## src/rtl/serial_adder_pkg.sv

```systemverilog
// Shared definitions for the serial_adder slice.
//   state_t    : FSM state encoding (IDLE=0, RUN=1, DONE=2)
//   clog2_min1 : ceil(log2(n)) clamped to at least 1, for counter widths
package serial_adder_pkg;

    typedef enum logic [1:0] {
        IDLE = 2'd0,
        RUN  = 2'd1,
        DONE = 2'd2
    } state_t;

    function automatic int unsigned clog2_min1(input int unsigned n);
        int unsigned w;
        w = 1;
        while ((64'd1 << w) < 64'(n)) w++;
        return w;
    endfunction

endpackage

```

## src/rtl/serial_adder_if.sv

```systemverilog
// Operand/result handshake bundle for serial_adder.
//   in_valid/in_ready   : operand handshake (a, b, cin[, sub])
//   out_valid/out_ready : result handshake (sum, cout)
// master = producer/consumer side, slave = the adder.
// Optional SERIAL_ADDER_SUB_EN adds the 1-bit sub select.
interface serial_adder_if #(
    parameter int unsigned WIDTH = 8
);
    logic             in_valid;
    logic             in_ready;
    logic [WIDTH-1:0] a;
    logic [WIDTH-1:0] b;
    logic             cin;
`ifdef SERIAL_ADDER_SUB_EN
    logic             sub;
`endif
    logic             out_valid;
    logic             out_ready;
    logic [WIDTH-1:0] sum;
    logic             cout;

`ifdef SERIAL_ADDER_SUB_EN
    modport master (output in_valid, a, b, cin, sub, out_ready,
                    input  in_ready, out_valid, sum, cout);
    modport slave  (input  in_valid, a, b, cin, sub, out_ready,
                    output in_ready, out_valid, sum, cout);
`else
    modport master (output in_valid, a, b, cin, out_ready,
                    input  in_ready, out_valid, sum, cout);
    modport slave  (input  in_valid, a, b, cin, out_ready,
                    output in_ready, out_valid, sum, cout);
`endif

endinterface

```

## src/rtl/serial_adder_digit_adder.sv

```systemverilog
// digit_adder: purely combinational DIGIT-bit ripple-carry adder.
//   x, y : digit operands
//   ci   : carry into bit 0
//   s    : digit sum
//   co   : carry out of the top bit
// Each stage is a full adder built from two half-adder cells and an OR.
module digit_adder #(
    parameter int unsigned DIGIT = 1
) (
    input  logic [DIGIT-1:0] x,
    input  logic [DIGIT-1:0] y,
    input  logic             ci,
    output logic [DIGIT-1:0] s,
    output logic             co
);

    logic [DIGIT:0] c;

    assign c[0] = ci;

    for (genvar i = 0; i < DIGIT; i++) begin : g_fa
        logic h1_s, h1_c, h2_c;
        // first half adder: x + y
        assign h1_s = x[i] ^ y[i];
        assign h1_c = x[i] & y[i];
        // second half adder: partial sum + incoming carry
        assign s[i] = h1_s ^ c[i];
        assign h2_c = h1_s & c[i];
        assign c[i+1] = h1_c | h2_c;
    end

    assign co = c[DIGIT];

endmodule

```

## src/rtl/serial_adder.sv

```systemverilog
// serial_adder: digit-serial adder, DIGIT bits per clock over WIDTH-bit
// operands, carry held in a register between digits.
//   clk : rising-edge clock
//   rst : asynchronous active-high reset
//   bus : serial_adder_if.slave (operand and result handshakes)
// Optional macro SERIAL_ADDER_SUB_EN: bus.sub=1 computes a-b (cout=1 => no borrow).
module serial_adder
    import serial_adder_pkg::*;
#(
    parameter int unsigned WIDTH = 8,
    parameter int unsigned DIGIT = 1
) (
    input  logic           clk,
    input  logic           rst,
    serial_adder_if.slave  bus
);

    localparam int unsigned      NDIG = WIDTH / DIGIT;
    localparam int unsigned      CW   = clog2_min1(NDIG);
    localparam logic [CW-1:0]    LAST = CW'(NDIG - 1);

    state_t           state, state_nxt;
    logic [WIDTH-1:0] a_sh, b_sh, sum_r;
    logic             carry_r, cout_r;
    logic [CW-1:0]    cnt;
    logic [DIGIT-1:0] dsum;
    logic             dco;

    digit_adder #(.DIGIT(DIGIT)) u_digit (
        .x  (a_sh[DIGIT-1:0]),
        .y  (b_sh[DIGIT-1:0]),
        .ci (carry_r),
        .s  (dsum),
        .co (dco)
    );

    always_ff @(posedge clk or posedge rst) begin
        if (rst) state <= IDLE;
        else     state <= state_nxt;
    end

    always_comb begin
        state_nxt = state;
        case (state)
            IDLE:    if (bus.in_valid)  state_nxt = RUN;
            RUN:     if (cnt == LAST)   state_nxt = DONE;
            DONE:    if (bus.out_ready) state_nxt = IDLE;
            default:                    state_nxt = IDLE;
        endcase
    end

    always_ff @(posedge clk or posedge rst) begin
        if (rst) begin
            a_sh    <= '0;
            b_sh    <= '0;
            sum_r   <= '0;
            carry_r <= 1'b0;
            cout_r  <= 1'b0;
            cnt     <= '0;
        end else begin
            case (state)
                IDLE: if (bus.in_valid) begin
                    a_sh <= bus.a;
                    cnt  <= '0;
`ifdef SERIAL_ADDER_SUB_EN
                    // two's-complement subtract: a + ~b + 1
                    b_sh    <= bus.sub ? ~bus.b : bus.b;
                    carry_r <= bus.sub ? 1'b1   : bus.cin;
`else
                    b_sh    <= bus.b;
                    carry_r <= bus.cin;
`endif
                end
                RUN: begin
                    a_sh    <= a_sh >> DIGIT;
                    b_sh    <= b_sh >> DIGIT;
                    // new digit enters at the MSB end; after NDIG digits
                    // the first digit has reached bit 0
                    sum_r   <= (sum_r >> DIGIT) | (WIDTH'(dsum) << (WIDTH - DIGIT));
                    carry_r <= dco;
                    cnt     <= cnt + CW'(1);
                    if (cnt == LAST) cout_r <= dco;
                end
                default: ;
            endcase
        end
    end

    assign bus.in_ready  = (state == IDLE);
    assign bus.out_valid = (state == DONE);
    assign bus.sum       = sum_r;
    assign bus.cout      = cout_r;

endmodule

```

## src/flat_wrapper.sv

```systemverilog
// flat-port wrapper written by rule: the top's interface ports become plain ports
module serial_adder_flat import serial_adder_pkg::*;
#(
    parameter int unsigned WIDTH = 8,
    parameter int unsigned DIGIT = 1
)
  (clk, rst, bus_in_valid, bus_a, bus_b, bus_cin, bus_out_ready, bus_in_ready, bus_out_valid, bus_sum, bus_cout);
  serial_adder_if #(.WIDTH(WIDTH)) bus_i ();
  input  logic clk;
  input  logic rst;
  input wire logic [$bits(bus_i.in_valid)-1:0] bus_in_valid;
  input wire logic [$bits(bus_i.a)-1:0] bus_a;
  input wire logic [$bits(bus_i.b)-1:0] bus_b;
  input wire logic [$bits(bus_i.cin)-1:0] bus_cin;
  input wire logic [$bits(bus_i.out_ready)-1:0] bus_out_ready;
  output wire logic [$bits(bus_i.in_ready)-1:0] bus_in_ready;
  output wire logic [$bits(bus_i.out_valid)-1:0] bus_out_valid;
  output wire logic [$bits(bus_i.sum)-1:0] bus_sum;
  output wire logic [$bits(bus_i.cout)-1:0] bus_cout;
  assign bus_i.in_valid = bus_in_valid;
  assign bus_i.a = bus_a;
  assign bus_i.b = bus_b;
  assign bus_i.cin = bus_cin;
  assign bus_i.out_ready = bus_out_ready;
  assign bus_in_ready = bus_i.in_ready;
  assign bus_out_valid = bus_i.out_valid;
  assign bus_sum = bus_i.sum;
  assign bus_cout = bus_i.cout;
  serial_adder #(.WIDTH(WIDTH), .DIGIT(DIGIT)) u_core (.clk(clk), .rst(rst), .bus(bus_i));
endmodule
```

## config.mk

```make
export PLATFORM = sky130hd
export DESIGN_NAME = serial_adder_flat
export DESIGN_NICKNAME = d
export VERILOG_FILES = /design/src/rtl/serial_adder_pkg.sv /design/src/rtl/serial_adder_if.sv /design/src/rtl/serial_adder_digit_adder.sv /design/src/rtl/serial_adder.sv /design/src/flat_wrapper.sv
export SDC_FILE = /design/constraint.sdc
export NUM_CORES = 1
export LEC_CHECK = 0
export BUFFER_PORTS_ARGS = -buffer_cell sky130_fd_sc_hd__buf_2
export CAP_MARGIN = 10
export CORE_ASPECT_RATIO = 0.5
export CORE_UTILIZATION = 23
export CTS_BUF_LIST = sky130_fd_sc_hd__clkbuf_8
export DETAILED_ROUTE_END_ITERATION = 6
export PLACE_DENSITY_LB_ADDON = 0.08
export SYNTH_ARGS = -nofsm -noshare
export SYNTH_HDL_FRONTEND = slang
export SYNTH_SLANG_ARGS = --single-unit
```

## constraint.sdc

```tcl
create_clock -name clk -period 1.4 [get_ports clk]
set_input_delay 0.21 -clock clk [delete_from_list [all_inputs] [get_ports clk]]
set_output_delay 0.21 -clock clk [all_outputs]
set_load 0.02 [all_outputs]
```

==> results of run 1 <==
## cells in the final DEF, fill, tap and decap left out, types with 3 or more instances in the layout
cell type,instances
inv_1,3
clkbuf_8,7
buf_2,30
o22ai_1,13
nand2_1,28
nor2_1,7
o32ai_1,3
buf_4,9
o21ai_0,5
nor3_1,28
nor3_2,8
dfrtp_1,29
## layer usage
| layer | GRT usage (%) | wire [um] |
|---|---|---|
| met2 | 18.7 | 1670 |
| met3 | 3.34 | 149 |
| met5 | 0 | 0 |
| met1 | 15.9 | 1920 |
| met4 | 4.95 | 42 |
## repair_timing
item	in CTS	in global routing
setup buffers	2	0
hold buffers	0	0
cloned	0	0
setup endpoints to repair	1	1
resized for setup	3	2
## per-stage QoR
step / area, um^2 / utilization [%] / hold slack [ps]
2_1_floorplan: 1540 / - / 296
3_3_place_gp: 1780 / 28.5 / 334
3_5_place_dp: 1780 / 28.5 / 335
4_1_cts: 1900 / 30.4 / 25.8
5_1_grt: 1910 / 30.5 / 65.1
6_report: 1910 / 30.5 / 2.97
## critical path, stage by stage, from the launching register on
cell and delay, ps:
dfrtp_2 480, inv_4 160, nor2_1 50, buf_4 150
## how the worst min path moves through the flow
stage / start / endpoint / slack, ps
finish: rst / u_core.bus.sum[4]$_DFFE_PP0P_ / 3
global route: rst / u_core.bus.sum[4]$_DFFE_PP0P_ / 70
CTS: rst / u_core.bus.sum[4]$_DFFE_PP0P_ / 30
detailed placement: rst / u_core.bus.sum[4]$_DFFE_PP0P_ / 340
global placement: rst / u_core.bus.sum[2]$_DFFE_PP0P_ / 330
floorplan: bus_out_ready / u_core.state[1]$_DFFE_PP0P_ / 300
## flip-flops by register name, summed over array words and instances (netlist names)
name             count
u_core.a_sh          8
u_core.b_sh          8
u_core.bus.sum       8
u_core.cnt           3
u_core.state         2
u_core.bus.cout      1
u_core.carry_r       1
## kinds of logic (layout without fill, tap and decap cells)
family                   Yosys count  after routing  synth area share [%]
flip-flops                        31             31                  50.3
adder cells (fa/ha/maj)            3              3                  2.92
buffers and inverters             16             52                  6.90
AO/OA/AOI/OAI                     27             27                  12.2
AND/OR/NAND/NOR                   76             76                  26.3
multiplexers                       2              2                  1.38
## power groups by stage
stage | registers [mW] | logic (mW) | clock network, mW
final | 1.66 | 1.77 | 0.784
after global routing | 1.72 | 1.99 | 0.862
after CTS | 1.66 | 1.79 | 0.822
after detailed placement | 1.68 | 1.74 | 0
after global placement | 1.68 | 1.73 | 0
after floorplan | 1.73 | 1.24 | 0
## final cells by class
cell class | instances | area [um^2] | area share (%)
clock buffer | 7 | 96.3 | 5.04
clock inverter | 1 | 3.75 | 0.196
inverter | 3 | 13.8 | 0.720
multi-input combinational | 108 | 659 | 34.5
sequential | 31 | 778 | 40.7
tap | 88 | 110 | 5.76
timing repair buffer | 41 | 249 | 13.0
==> summary.md, run 1 <==
| Metric | Value |
|---|---|
| Largest area contributor in the netlist | dfrtp_1 |
| Vias in the first global route | between 1000 and 1500 |
| Worst r2r src | u_core.cnt[0]$_DFFE_PP0P_ |
| Drt wl/cell | 13.5 um |
| Final Setup Violations | 0 |
| Chip height | 59.9 um |
| Placer Congestion | ~0.7 |
| Post-synthesis average cell area | between 9 and 10 um^2 |
| Leakage | between 0.8 and 0.9 nW |
| Port bufs | 31 |
| Setup TNS | 0 ps |
| Clock Path Buffers | 2 |
| Synth top cells by count | dfrtp_1, nand2_1, nor3_1 |
| CP endpoint | bus_out_valid |
| Starting Density | ~25% |
| Fin crit period | between 1000 and 1500 ps |
| Total grt overflow | 0 |
| Final Hold Vio Count | 0 |
| Worst EP required | between 1000 and 1500 ps |
| Fillcell total | just under 700 |
| Drt initial violations | 36 |
| CTS tree | done |
| Final setup margin | 64.3 ps |
| Root buf cell | clkbuf_8 |
| Ports | 32 |
| Share of the yosys chip area belonging to registers | about half |
| Clk_lat worst skew | between 200 and 300 ps |
| Reg-to-reg setup timing slack | about 90 ps |
| Critical Path Start Type | flop |
| Post-synth EDFFs | 0 |
| Yosys warns | 0 |
| Ys flop type | dfrtp_1 |
| Sink Count | 31 |
| Worst-Margin Slew | roughly 430 ps |
| Worst vdd ir | a little over 0.4 mV |
| Clock Skew | 5.11 ps |
| Final WL | 3780 um |
| Full die area | between 7000 and 8000 um^2 |
| Via count | between 1000 and 1500 |
| Residual DRC | 0 |
| Total GRT Usage | between 10% and 20% |
| Synth Register Bits | 31 |
| Max frequency | approximately 750 MHz |
| DR pass1 iterations | 4 |
| Yosys top cell area share | around half |
| Min-Delay Path Class | in2async |
| Layout area overhead | 23.9% |
| Clock-pin slew on the worst setup and hold paths | around 70 ps |
| Vias per inst | about 4.5 |
| Maximum fanout along the worst path | 10 |
| Chip width | ~120 um |
| # placed instances | between 200 and 300 |
| # diodes | 0 |
| Cell variety after synth | 25 |
| First-pass GRT wire length | 6450 um |
| Crit. Startpoint | u_core.state[1]$_DFFE_PP0P_ |
| RSZ-0062 raised after global routing | false |
| Comb power frac | roughly two fifths |
| Async SR Flop Fraction | 100% |
| HPWL after detailed placement | 2500 um |
| # H-tree levels | 2 |
| Final number of max-transition violations | 0 |
| Worst rel slew slack | 71.6% |
| R2r endpoint | u_core.bus.cout$_DFFE_PP0P_ |
| Outcome | completed |
| Power consumption | 4.22 mW |
| Seq pwr share | approximately two fifths |
| Maximum number of pins on one net before global-route repair | 32 |
| Nets | roughly 210 |
| CTS Buf Count | 5 |
| CP endpoint kind | output port |
| Switch share | between 40% and 50% |
| Cells after Synth | between 150 and 200 |
| Share of cells above drive strength 1 | ~34% |
| Fin crit share | between 90 and 100% |
| Post-route insts no fill | between 200 and 300 |
| Net switching power | around 1.7 mW |
| Post-Place Setup Slack | about 72 ps |
| Power density cells | between 2000 and 2500 nW/um^2 |
| Initial antenna violation count | 0 |
| Most common cell in the synthesized netlist | dfrtp_1 |
| ANT nets after route | 0 |
| Critical path class | reg2out |
| Syn_nets | 179 |
| Critical path data arrival time | around 1100 ps |
| Cell row count | 20 |
| Post-Syn Area | 1540 um^2 |
| Internal power | 2.52 mW |
| R2R depth | 4 |
| Max cap viols | 0 |
| Core Box Area | approximately 6300 um^2 |
| Dominant cells by area after synthesis | dfrtp_1, nor3_1, nand2_1, o22ai_1, nor3_2 |
| Share of total power in the clock network | a little under a fifth |
(Power assumes the default switching activity.)
==> inputs of run 2 (changes only) <==
--- a/config.mk
+++ b/config.mk
@@ -5,6 +5,7 @@
 export SDC_FILE = /design/constraint.sdc
 export NUM_CORES = 1
 export LEC_CHECK = 0
+export ABC_AREA = 1
 export BUFFER_PORTS_ARGS = -buffer_cell sky130_fd_sc_hd__buf_2
 export CAP_MARGIN = 10
 export CORE_ASPECT_RATIO = 0.5
==> constraint.sdc (replaced) <==
create_clock -name clk -period 1.55 [get_ports clk]
set_input_delay 0.2325 -clock clk [delete_from_list [all_inputs] [get_ports clk]]
set_output_delay 0.2325 -clock clk [all_outputs]
set_load 0.02 [all_outputs]
==> summary.md, run 2 <==
| Metric | Value |
|---|---|
| Post-synthesis average cell area | slightly below 8 um^2 |
| Outcome | completed |
| Final number of max-transition violations | 0 |
| # H-tree levels | 2 |
| Reg-to-reg setup timing slack | around 310 ps |
| Max frequency | roughly 700 MHz |
| Starting Density | between 20% and 30% |
| Final WL | 3640 um |
| Clock Skew | roughly 5.2 ps |
| Yosys top cell area share | between 40% and 50% |
| Power density cells | 1990 nW/um^2 |
| DP Area | 1820 um^2 |
| Vias in the first global route | between 1000 and 1500 |
| Sink Count | 31 |
| Synth top cells by count | nand2_1, inv_1, nand3_1 |
| Commonest non-fill, non-tap cell in the layout | nand2_1 |
| Root buf cell | clkbuf_8 |
| Fin util | around 30% |
| First-pass GRT wire length | roughly 6100 um |
| Via count | between 1000 and 1500 |
| CP endpoint kind | output port |
| Chip width | ~120 um |
| ANT nets after route | 0 |
| Share of the yosys chip area belonging to registers | 49.2% |
| Most common cell in the synthesized netlist | nand2_1 |
| CTS tree | done |
| Drt wl/cell | 11.3 um |
| Worst-Margin Slew | 430 ps |
| Most frequent cells in the layout | nand2_1, inv_1, nand3_1, buf_2, dfrtp_1 |
| Clock Path Buffers | 2 |
| Critical Path Start Type | flop |
| Post-Syn Area | between 1500 and 2000 um^2 |
| Minimum hold slack | around 37 ps |
| Total grt overflow | 0 |
| Post-CTS Hold Fix Bufs | 0 |
| Cells after Synth | 200 |
| Met2 wire length | 1610 um |
| Maximum fanout along the worst path | 6 |
| Min-Delay Path Class | in2async |
| CTS Buf Count | 5 |
| Synth Register Bits | 31 |
| Drt initial violations | 33 |
| Syn_nets | 224 |
| Resized Gates After CTS | 0 |
| HPWL after detailed placement | 2330 um |
| Ports | 32 |
| Full die area | between 7000 and 8000 um^2 |
| Critical path data arrival time | 1210 ps |
| Ys flop type | dfrtp_1 |
| Port bufs | 31 |
| Setup TNS | 0 ps |
| Worst EP required | about 1300 ps |
| Initial antenna violation count | 0 |
| Fillcell total | around 720 |
| Chip height | between 60 and 70 um |
| Nets | about 260 |
| Total GRT Usage | between 10% and 20% |
| Fin crit period | between 1000 and 1500 ps |
| Reg area | around 780 um^2 |
| Async SR Flop Fraction | 100% |
| M1 WL | around 1800 um |
| # Post-CTS Setup Buffers | 0 |
| Layout area overhead | 19.7% |
| Max cap viols | 0 |
| Design Area, Final | 1890 um^2 |
| # diodes | 0 |
| Post-synth EDFFs | 0 |
| Worst rel slew slack | around 71% |
| Fin crit share | around 93% |
| Clock-pin slew on the worst setup and hold paths | 60 ps |
| Final Hold Vio Count | 0 |
| Cell row count | 20 |
| Residual DRC | 0 |
| Worst vdd ir | between 0.7 and 0.8 mV |
| Leakage | around 1.1 nW |
| Cell variety after synth | 17 |
| Area of the multi-input gates | about 590 um^2 |
| DR top layer | met4 |
| Largest area contributor in the netlist | dfrtp_1 |
| Maximum number of pins on one net before global-route repair | 32 |
| Placer Congestion | 0.636 |
| Core Box Area | between 6000 and 7000 um^2 |
| Clk_lat worst skew | 280 ps |
| DR pass1 iterations | 4 |
| Share of cells above drive strength 1 | approximately a fifth |
| RSZ-0062 raised after global routing | false |
| Critical path class | reg2out |
| Final Setup Violations | 0 |
| Yosys warns | 0 |
| Met3 WL | ~160 um |
| Vias per inst | ~4.0 |
| Dominant cells by area after synthesis | dfrtp_1, nand2_1, nand3_1, inv_1, nand2_8 |
-- run 2: critical path: stages, from the launching register on --
cell,delay (ps)
dfrtp_1,480
nor2_1,250
buf_2,210
-- run 2: per-stage QoR --
| stage | power (mW) | setup WS (ps) | std cells |
|---|---|---|---|
| 2_1_floorplan | 2.78 | 391 | 200 |
| 3_3_place_gp | 3.21 | 312 | 316 |
| 3_5_place_dp | 3.21 | 293 | 316 |
| 4_1_cts | 3.84 | 81.1 | 322 |
| 5_1_grt | 4.18 | 50.0 | 322 |
| 6_report | 3.75 | 103 | 322 |
-- run 2: kinds of logic after synthesis --
group / Yosys count / synth area share, %
flip-flops: 31 / 49.2
AND/OR/NAND/NOR: 113 / 32.0
adder cells (fa/ha/maj): 3 / 2.85
AO/OA/AOI/OAI: 8 / 2.62
buffers and inverters: 45 / 13.3
-- run 2: cell type report --
| cell class | instances | share of cell area (%) |
|---|---|---|
| multi-input combinational | 124 | 31.3 |
| inverter | 37 | 7.75 |
| tap | 88 | 5.83 |
| sequential | 31 | 41.1 |
| clock buffer | 5 | 3.64 |
| clock inverter | 1 | 0.199 |
| timing repair buffer | 36 | 10.2 |
-- run 2: layer usage --
| layer | up-vias | global-route usage [%] |
|---|---|---|
| li1 | 671 | - |
| met1 | 592 | 15.9 |
| met2 | 22 | 17.2 |
| met3 | 5 | 3.57 |
| met4 | 0 | 3.80 |
| met5 | - | 0 |
-- run 2: report_power, final --
part / switching [mW] / total, mW / internal [mW]
Sequential: 0.246 / 1.44 / 1.19
Clock: 0.296 / 0.588 / 0.293
Combinational: 1.08 / 1.73 / 0.643
-- run 2: final timing paths --
check / from / to / depth (start not counted)
worst max-delay path: u_core.state[0]$_DFFE_PP0P_ / bus_in_ready / 2
worst min-delay path: rst / u_core.bus.sum[1]$_DFFE_PP0P_ / 3
worst max register to register: u_core.a_sh[0]$_DFFE_PP0P_ / u_core.carry_r$_DFFE_PP0P_ / 5
worst min register to register: u_core.cnt[1]$_DFFE_PP0P_ / u_core.cnt[1]$_DFFE_PP0P_ / 2
max in group asynchronous: rst / u_core.bus.cout$_DFFE_PP0P_ / 3
min in group clk: bus_out_ready / u_core.state[1]$_DFFE_PP0P_ / 2
